## src/rtl/pipeline_hazard_ctrl.sv

```systemverilog
// Control/hazard unit for the 5-stage MIPS core. It carries the decoded
// control bundle through the EX, MEM and WB stages, detects load-use
// hazards, squashes on taken branches, selects EX operand forwarding and
// drains the pipe and halts on a syscall.
module pipeline_hazard_ctrl #(
    parameter int REG_AW          = 5,
    parameter int CTRL_W          = 16,
    parameter bit HALT_ON_SYSCALL = 1'b1
) (
    input  logic              clk,
    input  logic              rst,
    input  logic              id_valid,
    input  logic [CTRL_W-1:0] id_ctrl,
    input  logic [REG_AW-1:0] id_rs,
    input  logic [REG_AW-1:0] id_rt,
    input  logic [REG_AW-1:0] id_wr,
    input  logic              ex_taken,
    input  logic              go,
    output logic              stall,
    output logic              flush_ifid,
    output logic              halted,
    output logic              ex_valid,
    output logic              mem_valid,
    output logic              wb_valid,
    output logic [CTRL_W-1:0] ex_ctrl,
    output logic [CTRL_W-1:0] mem_ctrl,
    output logic [CTRL_W-1:0] wb_ctrl,
    output logic [REG_AW-1:0] ex_wr,
    output logic [REG_AW-1:0] mem_wr,
    output logic [REG_AW-1:0] wb_wr,
    output logic [1:0]        fwd_a,
    output logic [1:0]        fwd_b
);

    typedef enum logic [1:0] {RUN, DRAIN, HALTED} state_t;

    state_t state_q, state_d;

    logic              ex_valid_q, ex_valid_d;
    logic [CTRL_W-1:0] ex_ctrl_q, ex_ctrl_d;
    logic [REG_AW-1:0] ex_wr_q, ex_wr_d;
    logic [REG_AW-1:0] ex_rs_q, ex_rs_d;
    logic [REG_AW-1:0] ex_rt_q, ex_rt_d;
    logic              mem_valid_q;
    logic [CTRL_W-1:0] mem_ctrl_q;
    logic [REG_AW-1:0] mem_wr_q;
    logic              wb_valid_q;
    logic [CTRL_W-1:0] wb_ctrl_q;
    logic [REG_AW-1:0] wb_wr_q;

    logic load_use;
    logic stall_c;
    logic issue;

    // Forwarding source for one EX operand; MEM result wins over WB, $0 never forwarded.
    function automatic logic [1:0] fwd_sel(
        input logic              reads_src,
        input logic [REG_AW-1:0] src,
        input logic              m_valid,
        input logic              m_regwr,
        input logic [REG_AW-1:0] m_wr,
        input logic              w_valid,
        input logic              w_regwr,
        input logic [REG_AW-1:0] w_wr
    );
        logic [1:0] sel;
        sel = 2'b00;
        if (reads_src && m_valid && m_regwr && (m_wr != '0) && (m_wr == src)) begin
            sel = 2'b10;
        end else if (reads_src && w_valid && w_regwr && (w_wr != '0) && (w_wr == src)) begin
            sel = 2'b01;
        end
        return sel;
    endfunction

    // Hazard detection, stall/flush generation and ID->EX issue decision.
    always_comb begin
        load_use = id_valid && ex_valid_q && ex_ctrl_q[1] && (ex_wr_q != '0) &&
                   ((id_ctrl[8] && (id_rs == ex_wr_q)) || (id_ctrl[9] && (id_rt == ex_wr_q)));
        // A taken branch squashes ID, so it overrides any stall reason.
        stall_c  = !ex_taken && (load_use || (state_q != RUN));
        issue    = id_valid && !stall_c && !ex_taken;
    end

    // Next EX contents: the ID instruction when it issues, otherwise a bubble.
    always_comb begin
        ex_valid_d = 1'b0;
        ex_ctrl_d  = '0;
        ex_wr_d    = '0;
        ex_rs_d    = '0;
        ex_rt_d    = '0;
        if (issue) begin
            ex_valid_d = 1'b1;
            ex_ctrl_d  = id_ctrl;
            ex_wr_d    = id_wr;
            ex_rs_d    = id_rs;
            ex_rt_d    = id_rt;
        end
    end

    // Syscall drain/halt sequencing; held in RUN when halting is disabled.
    always_comb begin
        state_d = state_q;
        case (state_q)
            RUN:     if (HALT_ON_SYSCALL && issue && id_ctrl[7]) state_d = DRAIN;
            DRAIN:   if (wb_valid_q && wb_ctrl_q[7]) state_d = HALTED;
            HALTED:  if (go) state_d = RUN;
            default: state_d = RUN;
        endcase
    end

    // Pipeline control registers and FSM state; MEM and WB always advance.
    always_ff @(posedge clk or posedge rst) begin
        if (rst) begin
            state_q     <= RUN;
            ex_valid_q  <= 1'b0;
            ex_ctrl_q   <= '0;
            ex_wr_q     <= '0;
            ex_rs_q     <= '0;
            ex_rt_q     <= '0;
            mem_valid_q <= 1'b0;
            mem_ctrl_q  <= '0;
            mem_wr_q    <= '0;
            wb_valid_q  <= 1'b0;
            wb_ctrl_q   <= '0;
            wb_wr_q     <= '0;
        end else begin
            state_q     <= state_d;
            ex_valid_q  <= ex_valid_d;
            ex_ctrl_q   <= ex_ctrl_d;
            ex_wr_q     <= ex_wr_d;
            ex_rs_q     <= ex_rs_d;
            ex_rt_q     <= ex_rt_d;
            mem_valid_q <= ex_valid_q;
            mem_ctrl_q  <= ex_ctrl_q;
            mem_wr_q    <= ex_wr_q;
            wb_valid_q  <= mem_valid_q;
            wb_ctrl_q   <= mem_ctrl_q;
            wb_wr_q     <= mem_wr_q;
        end
    end

    assign stall      = stall_c;
    assign flush_ifid = ex_taken;
    assign halted     = (state_q == HALTED);
    assign ex_valid   = ex_valid_q;
    assign mem_valid  = mem_valid_q;
    assign wb_valid   = wb_valid_q;
    assign ex_ctrl    = ex_ctrl_q;
    assign mem_ctrl   = mem_ctrl_q;
    assign wb_ctrl    = wb_ctrl_q;
    assign ex_wr      = ex_wr_q;
    assign mem_wr     = mem_wr_q;
    assign wb_wr      = wb_wr_q;
    assign fwd_a      = fwd_sel(ex_ctrl_q[8], ex_rs_q, mem_valid_q, mem_ctrl_q[0], mem_wr_q,
                                wb_valid_q, wb_ctrl_q[0], wb_wr_q);
    assign fwd_b      = fwd_sel(ex_ctrl_q[9], ex_rt_q, mem_valid_q, mem_ctrl_q[0], mem_wr_q,
                                wb_valid_q, wb_ctrl_q[0], wb_wr_q);

endmodule

```

## config.mk

```make
export PLATFORM = sky130hd
export DESIGN_NAME = pipeline_hazard_ctrl
export DESIGN_NICKNAME = d
export VERILOG_FILES = /design/src/rtl/pipeline_hazard_ctrl.sv
export SDC_FILE = /design/constraint.sdc
export NUM_CORES = 1
export LEC_CHECK = 0
export ABC_AREA = 1
export BUFFER_PORTS_ARGS = -buffer_cell sky130_fd_sc_hd__clkbuf_2
export CAP_MARGIN = 20
export CORE_UTILIZATION = 43
export DETAILED_ROUTE_END_ITERATION = 16
export PLACE_DENSITY = 0.79
export SLEW_MARGIN = 40
export SYNTH_ARGS = -nofsm -noshare
export SYNTH_HDL_FRONTEND = slang
export SYNTH_SLANG_ARGS = --single-unit
```

## constraint.sdc

```tcl
create_clock -name clk -period 2.3 [get_ports clk]
set_input_delay 0.23 -clock clk [delete_from_list [all_inputs] [get_ports clk]]
set_output_delay 0.23 -clock clk [all_outputs]
set_load 0.05 [all_outputs]
```

==> flow_summary_export.csv, run 1 <==
group,metric,value,unit
status,status,"finished, final reports clean",
cts,tritoncts,"yes",
floorplan,fp-row-count,29,
yosys,syn-cell-area,0.00286,sq mm
grt,grt_pass1_vias,2064,
timing,tns,0,ps
yosys,synth_top_flop_cell,"dfrtp_1",
yosys,synth_common_cells,"dfrtp_1 (78), inv_1 (46), nand2_1 (43)",
setup_path,required,2070,ps
cts,ctsRootBufferMaster,"clkbuf_8",
yosys,synth.most_common_cell,"dfrtp_1",
floorplan,die_w,83.5,microns
pwr,powerDensity,988,mW/mm^2
grt,grt.overflow.total,0,
pwr,power,0.00364,W
cts,ctsHtreeMaxLevel,3,
drt,via_count,2090,
worst_hold_path,hold_path.class,"in -> reg",
cts,clockBufferDepth,2,
setup_path,worstPathArrival,1750,ps
drt,ant_nets,0,
cts,clk_latency,340,ps
drt,viasPerCell,4.48,
finish,n_antenna_cell,0,
timing,skew,4.67,ps
timing,hold_viol,0,
grt,antenna_found_initial,0,
floorplan,start_util,44.7,%
placed_design,gp_congestion,0.871,
pwr,p_comb_share,27.2,%
yosys,syn_area_per_cell,10.7,sq um
timing,slew_viol_final,0,
yosys,yosysWarnings,0,
yosys,ys_seq_area_share,68.3,%
finish,drive_gt1_share,37.4,%
placed_design,dp_hpwl,4310,microns
setup_path,worstPathMaxFanout,5,
placed_design,dp_slack,684,ps
floorplan,core_area,0.00639,sq mm
yosys,syn-num-nets,304,
finish,area_growth,29.1,%
timing,fmax,505,MHz
pwr,clockPowerShare,27.6,%
pwr,internal-power,0.00228,W
pwr,p_leak,2.14,nW
grt,grt_max_degree,45,
pwr,switchingPower,0.00136,W
setup_path,endpoint_kind,"primary output",
yosys,synthArstFlopShare,100,%
timing,fin_hold_ws,60.0,ps
yosys,yosysTopAreaCell,"dfrtp_1",
yosys,ys_ff_latch,78,
finish,fin_nets,421,
grt,grt_pass1_wl,9600,microns
drt,dr.pass1.iters,4,
cts,path_clk_slew,70,ps
timing,tightest_slew,598,ps
yosys,synth_edf_count,0,
pwr,p_sw_share,37.4,%
timing,period_minus_slack,1980,ps
cts,post_cts_buffers,0,
floorplan,dieArea,0.00698,sq mm
drt,postRouteWirelength,5700,microns
floorplan,boundaryPins,109,
cts,cts_made_buffers,9,
timing,fin_crit_sh,86.0,%
finish,final-seq-area,0.00195,sq mm
yosys,synth_area_leaders,"dfrtp_1 (68%), inv_1 (6.0%), nand2_1 (5.6%)",
drt,routedWlPerCell,12.2,microns
timing,relSlewSlack,60.1,%
timing,rsz0062_at_grt,"false",
setup_path,critPathKind,"reg -> out",
finish,fillers,577,
placed_design,portBuffers,108,
yosys,synth.distinct_cells,21,
yosys,synth_top_area_share,68.3,%
floorplan,die_h,83.5,microns
pwr,vdd_drop_max,0.806,mV
grt,globalRouteTotalUtil,18.1,%
pwr,pwr-share-seq,45.2,%
drt,drc_errors,0,
drt,dr.first_iter.drc_count,70,
finish,multi_input_area,681,sq um
timing,finalSetupViolCount,0,
run,cap_violations,0,
setup_path,startpoint_type,"flop",
cts,clock-sinks,78,
yosys,syn-instance-count,268,
timing,final.setup.worst_slack,321,ps
==> timing repair <==
item / in CTS / in global routing
hold buffers: 1 / 0
endpoints found under the hold margin: 34 / 0
gates resized for setup: 0 / 0
==> registers in the layout, summed over array words and instances, names as in the netlist <==
register	count
ex_wr	5
ex_rt_q	5
wb_valid	1
wb_wr	5
state_q	2
ex_valid	1
ex_ctrl	16
mem_valid	1
ex_rs_q	5
wb_ctrl	16
mem_ctrl	16
mem_wr	5
==> cell type report <==
cell class	count	area share, %
Multi-Input combinational cell	136	18.5
Timing Repair Buffer	110	15.5
Clock inverter	5	1.59
Clock buffer	11	3.83
Sequential cell	78	52.9
Inverter	50	5.12
Tap cell	77	2.61
==> cell families (layout without fill, tap and decap cells) <==
logic type | count (synthesis) | after routing | synth area share [%]
buf+inv | 54 | 176 | 8.14
flops | 78 | 78 | 68.3
simple gates | 116 | 116 | 18.0
compound gates | 6 | 6 | 1.31
xor+xnor | 14 | 14 | 4.29
==> metrics by stage <==
stage | instances | instance area [sq um] | utilization [%]
global route | 467 | 3690 | 57.8
detailed placement | 450 | 3480 | 54.5
floorplan | 268 | 2870 | -
finish | 467 | 3690 | 57.8
CTS | 467 | 3690 | 57.8
global placement | 450 | 3480 | 54.5
==> critical path, cell delays in order (launching register included) <==
cell and delay (ps):
dfrtp_1 440, inv_2 70, nand2_1 60, nand2_1 50
nor2_1 120, nand3_1 90, nand2_1 80, nand2_2 80
a21oi_1 130, clkbuf_2 290
==> path summary, 6_finish.rpt <==
check	startpoint	to	slack, ps	cells after the start
worst max-delay path	ex_wr[4]$_DFF_PP0_	stall	320	9
worst min-delay path	go	state_q[1]$_DFFE_PP0P_	60	2
worst max register to register	ex_wr[4]$_DFF_PP0_	ex_rt_q[3]$_DFF_PP0_	730	9
worst min register to register	ex_ctrl[10]$_DFF_PP0_	mem_ctrl[10]$_DFF_PP0_	370	0
max in group asynchronous	rst	ex_wr[1]$_DFF_PP0_	1210	4
min in group asynchronous	rst	wb_ctrl[14]$_DFF_PP0_	480	3
==> metal layers <==
layer  global-route usage (%)  up-vias  wire length (microns)
met5                        0        -                      0
met4                     8.78        0                    107
met3                     5.64       11                    391
met2                     28.9       84                   2850
met1                     22.4      962                   2350
li1                         -     1033                      -
==> cell usage in the layout (no fill, tap or decap), drive strengths merged <==
cell,count
nand4,7
nor3,3
buf,1
xor2,1
o2111ai,1
o31ai,1
clkinvlp,2
o21ai,2
inv,49
o22ai,1
xnor2,13
nand2,44
a21oi,1
nor2,55
clkbuf,119
dfrtp,78
dlygate4sd3,1
clkinv,3
bufinv,1
nand3,7
==> power by group through the flow <==
stage          sequential (W)  clock, W  combinational, W
5_1_grt               0.00167   0.00109           0.00106
4_1_cts               0.00165   0.00104          0.000999
3_3_place_gp          0.00167         0          0.000984
6_report              0.00165   0.00101          0.000990
3_5_place_dp          0.00168         0          0.000996
2_1_floorplan         0.00208         0          0.000360
No activity file was read; power rests on OpenSTA's default activity.
==> run 2: changes to the inputs <==
==> constraint.sdc (replaced) <==
create_clock -name clk -period 2.3 [get_ports clk]
set_input_delay 0.46 -clock clk [delete_from_list [all_inputs] [get_ports clk]]
set_output_delay 0.46 -clock clk [all_outputs]
set_load 0.05 [all_outputs]
==> run 2 against run 1 <==
Flip-flop and latch count is the same. Combinational power is essentially flat. Clock-buffer cell count is the same. Power shrank 0.45%. Setup slack lost 170 ps. Worst hold slack gained 100 ps. Final cell count is the same. Via count grew 1.6%. First-iteration DRC count grew 29%. Global-route usage shrank 0.81 points.
==> flow_summary_export.csv, run 2 (synthesized netlist as in run 1, its figures left out) <==
group,metric,value,unit
cts,ctsHtreeMaxLevel,3,
cts,clock-sinks,78,
pwr,p_leak,2.13,nW
grt,grt_pass1_vias,2053,
pwr,p_sw_share,37.7,%
floorplan,die_w,83.5,microns
placed_design,dp_hpwl,4410,microns
timing,fin_crit_sh,93.6,%
timing,skew,7.89,ps
floorplan,fp-row-count,29,
finish,layout_commonest_cell,"clkbuf_2",
drt,routedWlPerCell,12.2,microns
cts,clk_latency,330,ps
floorplan,die_h,83.5,microns
placed_design,gp_congestion,0.897,
worst_hold_path,hold_path.class,"in -> async",
setup_path,worstPathArrival,1690,ps
floorplan,dieArea,0.00698,sq mm
timing,rsz0062_at_grt,"false",
timing,slew_viol_final,0,
cts,clockBufferDepth,2,
floorplan,core_area,0.00639,sq mm
timing,hold_viol,0,
drt,via_count,2123,
status,status,"finished, final reports clean",
pwr,clockPowerShare,26.9,%
cts,ctsRootBufferMaster,"clkbuf_8",
floorplan,start_util,44.7,%
grt,grt_pass1_wl,9190,microns
timing,tns,0,ps
setup_path,required,1840,ps
finish,final-seq-area,0.00195,sq mm
pwr,switchingPower,0.00137,W
timing,fin_hold_ws,163,ps
placed_design,portBuffers,108,
setup_path,endpoint_kind,"primary output",
finish,fin_nets,421,
cts,cts_made_buffers,9,
timing,relSlewSlack,61.4,%
finish,area_growth,29.1,%
drt,dr.first_iter.drc_count,90,
timing,finalSetupViolCount,0,
grt,grt.overflow.total,0,
pwr,powerDensity,983,mW/mm^2
timing,tightest_slew,577,ps
timing,period_minus_slack,2150,ps
setup_path,worstPathMaxFanout,6,
finish,fin_util,57.8,%
drt,ant_nets,0,
cts,tritoncts,"yes",
finish,fillers,566,
setup_path,slowest_stage,"dfrtp_1",
pwr,internal-power,0.00226,W
pwr,pwr-share-seq,45.4,%
drt,dr.pass1.iters,4,
setup_path,crit_chain,"inv_2, nand2_1, nand2_1, nor2_1, nand3_1, nand2_1, nand2_2, a21oi_2, buf_2",
pwr,vdd_drop_max,0.729,mV
cts,hold_buffers,0,
floorplan,boundaryPins,109,
drt,drc_errors,0,
drt,viasPerCell,4.55,
drt,postRouteWirelength,5690,microns
pwr,power,0.00363,W
setup_path,startpoint_type,"flop",
finish,final_cell_mix,"clkbuf_2 (107), dfrtp_1 (78), inv_1 (45), nand2_1 (43), nor2_1 (40)",
grt,grt_max_degree,39,
timing,fmax,465,MHz
setup_path,cp_slowest_stage_delay,460,ps
grt,globalRouteTotalUtil,17.3,%
finish,multi_input_area,692,sq um
finish,n_antenna_cell,0,
setup_path,cp_common_cell,"nand2_1",
cts,path_clk_slew,80,ps
cts,post_cts_buffers,0,
finish,drive_gt1_share,37.9,%
grt,antenna_found_initial,0,
run,cap_violations,0,
pwr,p_comb_share,27.6,%
setup_path,critPathKind,"reg -> out",
==> run 2: area by class of cell <==
cell class	instances	share of cell area, %
Multi-Input combinational cell	136	18.8
Timing Repair Buffer	110	15.4
Clock buffer	11	3.56
Inverter	50	5.19
Tap cell	77	2.61
Sequential cell	78	52.9
Clock inverter	5	1.59
==> run 2: power groups by stage <==
stage | registers, W | clock network [W] | logic (W)
floorplan | 0.00208 | 0 | 0.000368
global placement | 0.00167 | 0 | 0.000997
detailed placement | 0.00168 | 0 | 0.00101
CTS | 0.00165 | 0.00101 | 0.00101
global route | 0.00167 | 0.00106 | 0.00107
finish | 0.00165 | 0.000977 | 0.00100
==> run 2: critical path: cells and delay by family, from the launching register on <==
family	cells	cell delay [ps]
DFF	1	460
AOI/OAI and AO/OA	1	120
and+or+nand+nor	6	470
buffers and inverters	2	320
==> run 2: final timing paths <==
check	from	end	slack [ps]	cells past startpoint
max	ex_wr[1]$_DFF_PP0_	stall	150	9
min	rst	wb_ctrl[11]$_DFF_PP0_	160	2
max reg2reg	ex_wr[1]$_DFF_PP0_	ex_ctrl[13]$_DFF_PP0_	620	7
min reg2reg	mem_ctrl[6]$_DFF_PP0_	wb_ctrl[6]$_DFF_PP0_	370	0
max in group asynchronous	rst	wb_ctrl[3]$_DFF_PP0_	1520	3
min in group clk	go	state_q[1]$_DFFE_PP0P_	290	2
==> run 2: what timing repair did <==
action                                 CTS  global route
endpoints found under the hold margin    0             0
gates resized for setup                  0             1
setup endpoints to repair                0             1
==> run 2: metal layers <==
layer | share of wire (%) | vias to the layer above | GRT usage (%)
met4 | 2.5 | 0 | 9.71
li1 | - | 1030 | -
met2 | 50 | 76 | 27.9
met3 | 7.0 | 12 | 5.14
met5 | 0 | - | 0
met1 | 41 | 1005 | 20.8
==> run 2: per-stage QoR <==
step	instances	worst slack (ps)	cell area [sq um]
floorplan	268	-151	2880
global placement	451	392	3500
detailed placement	451	361	3500
CTS	467	93.5	3690
global route	467	12.6	3690
finish	467	147	3690
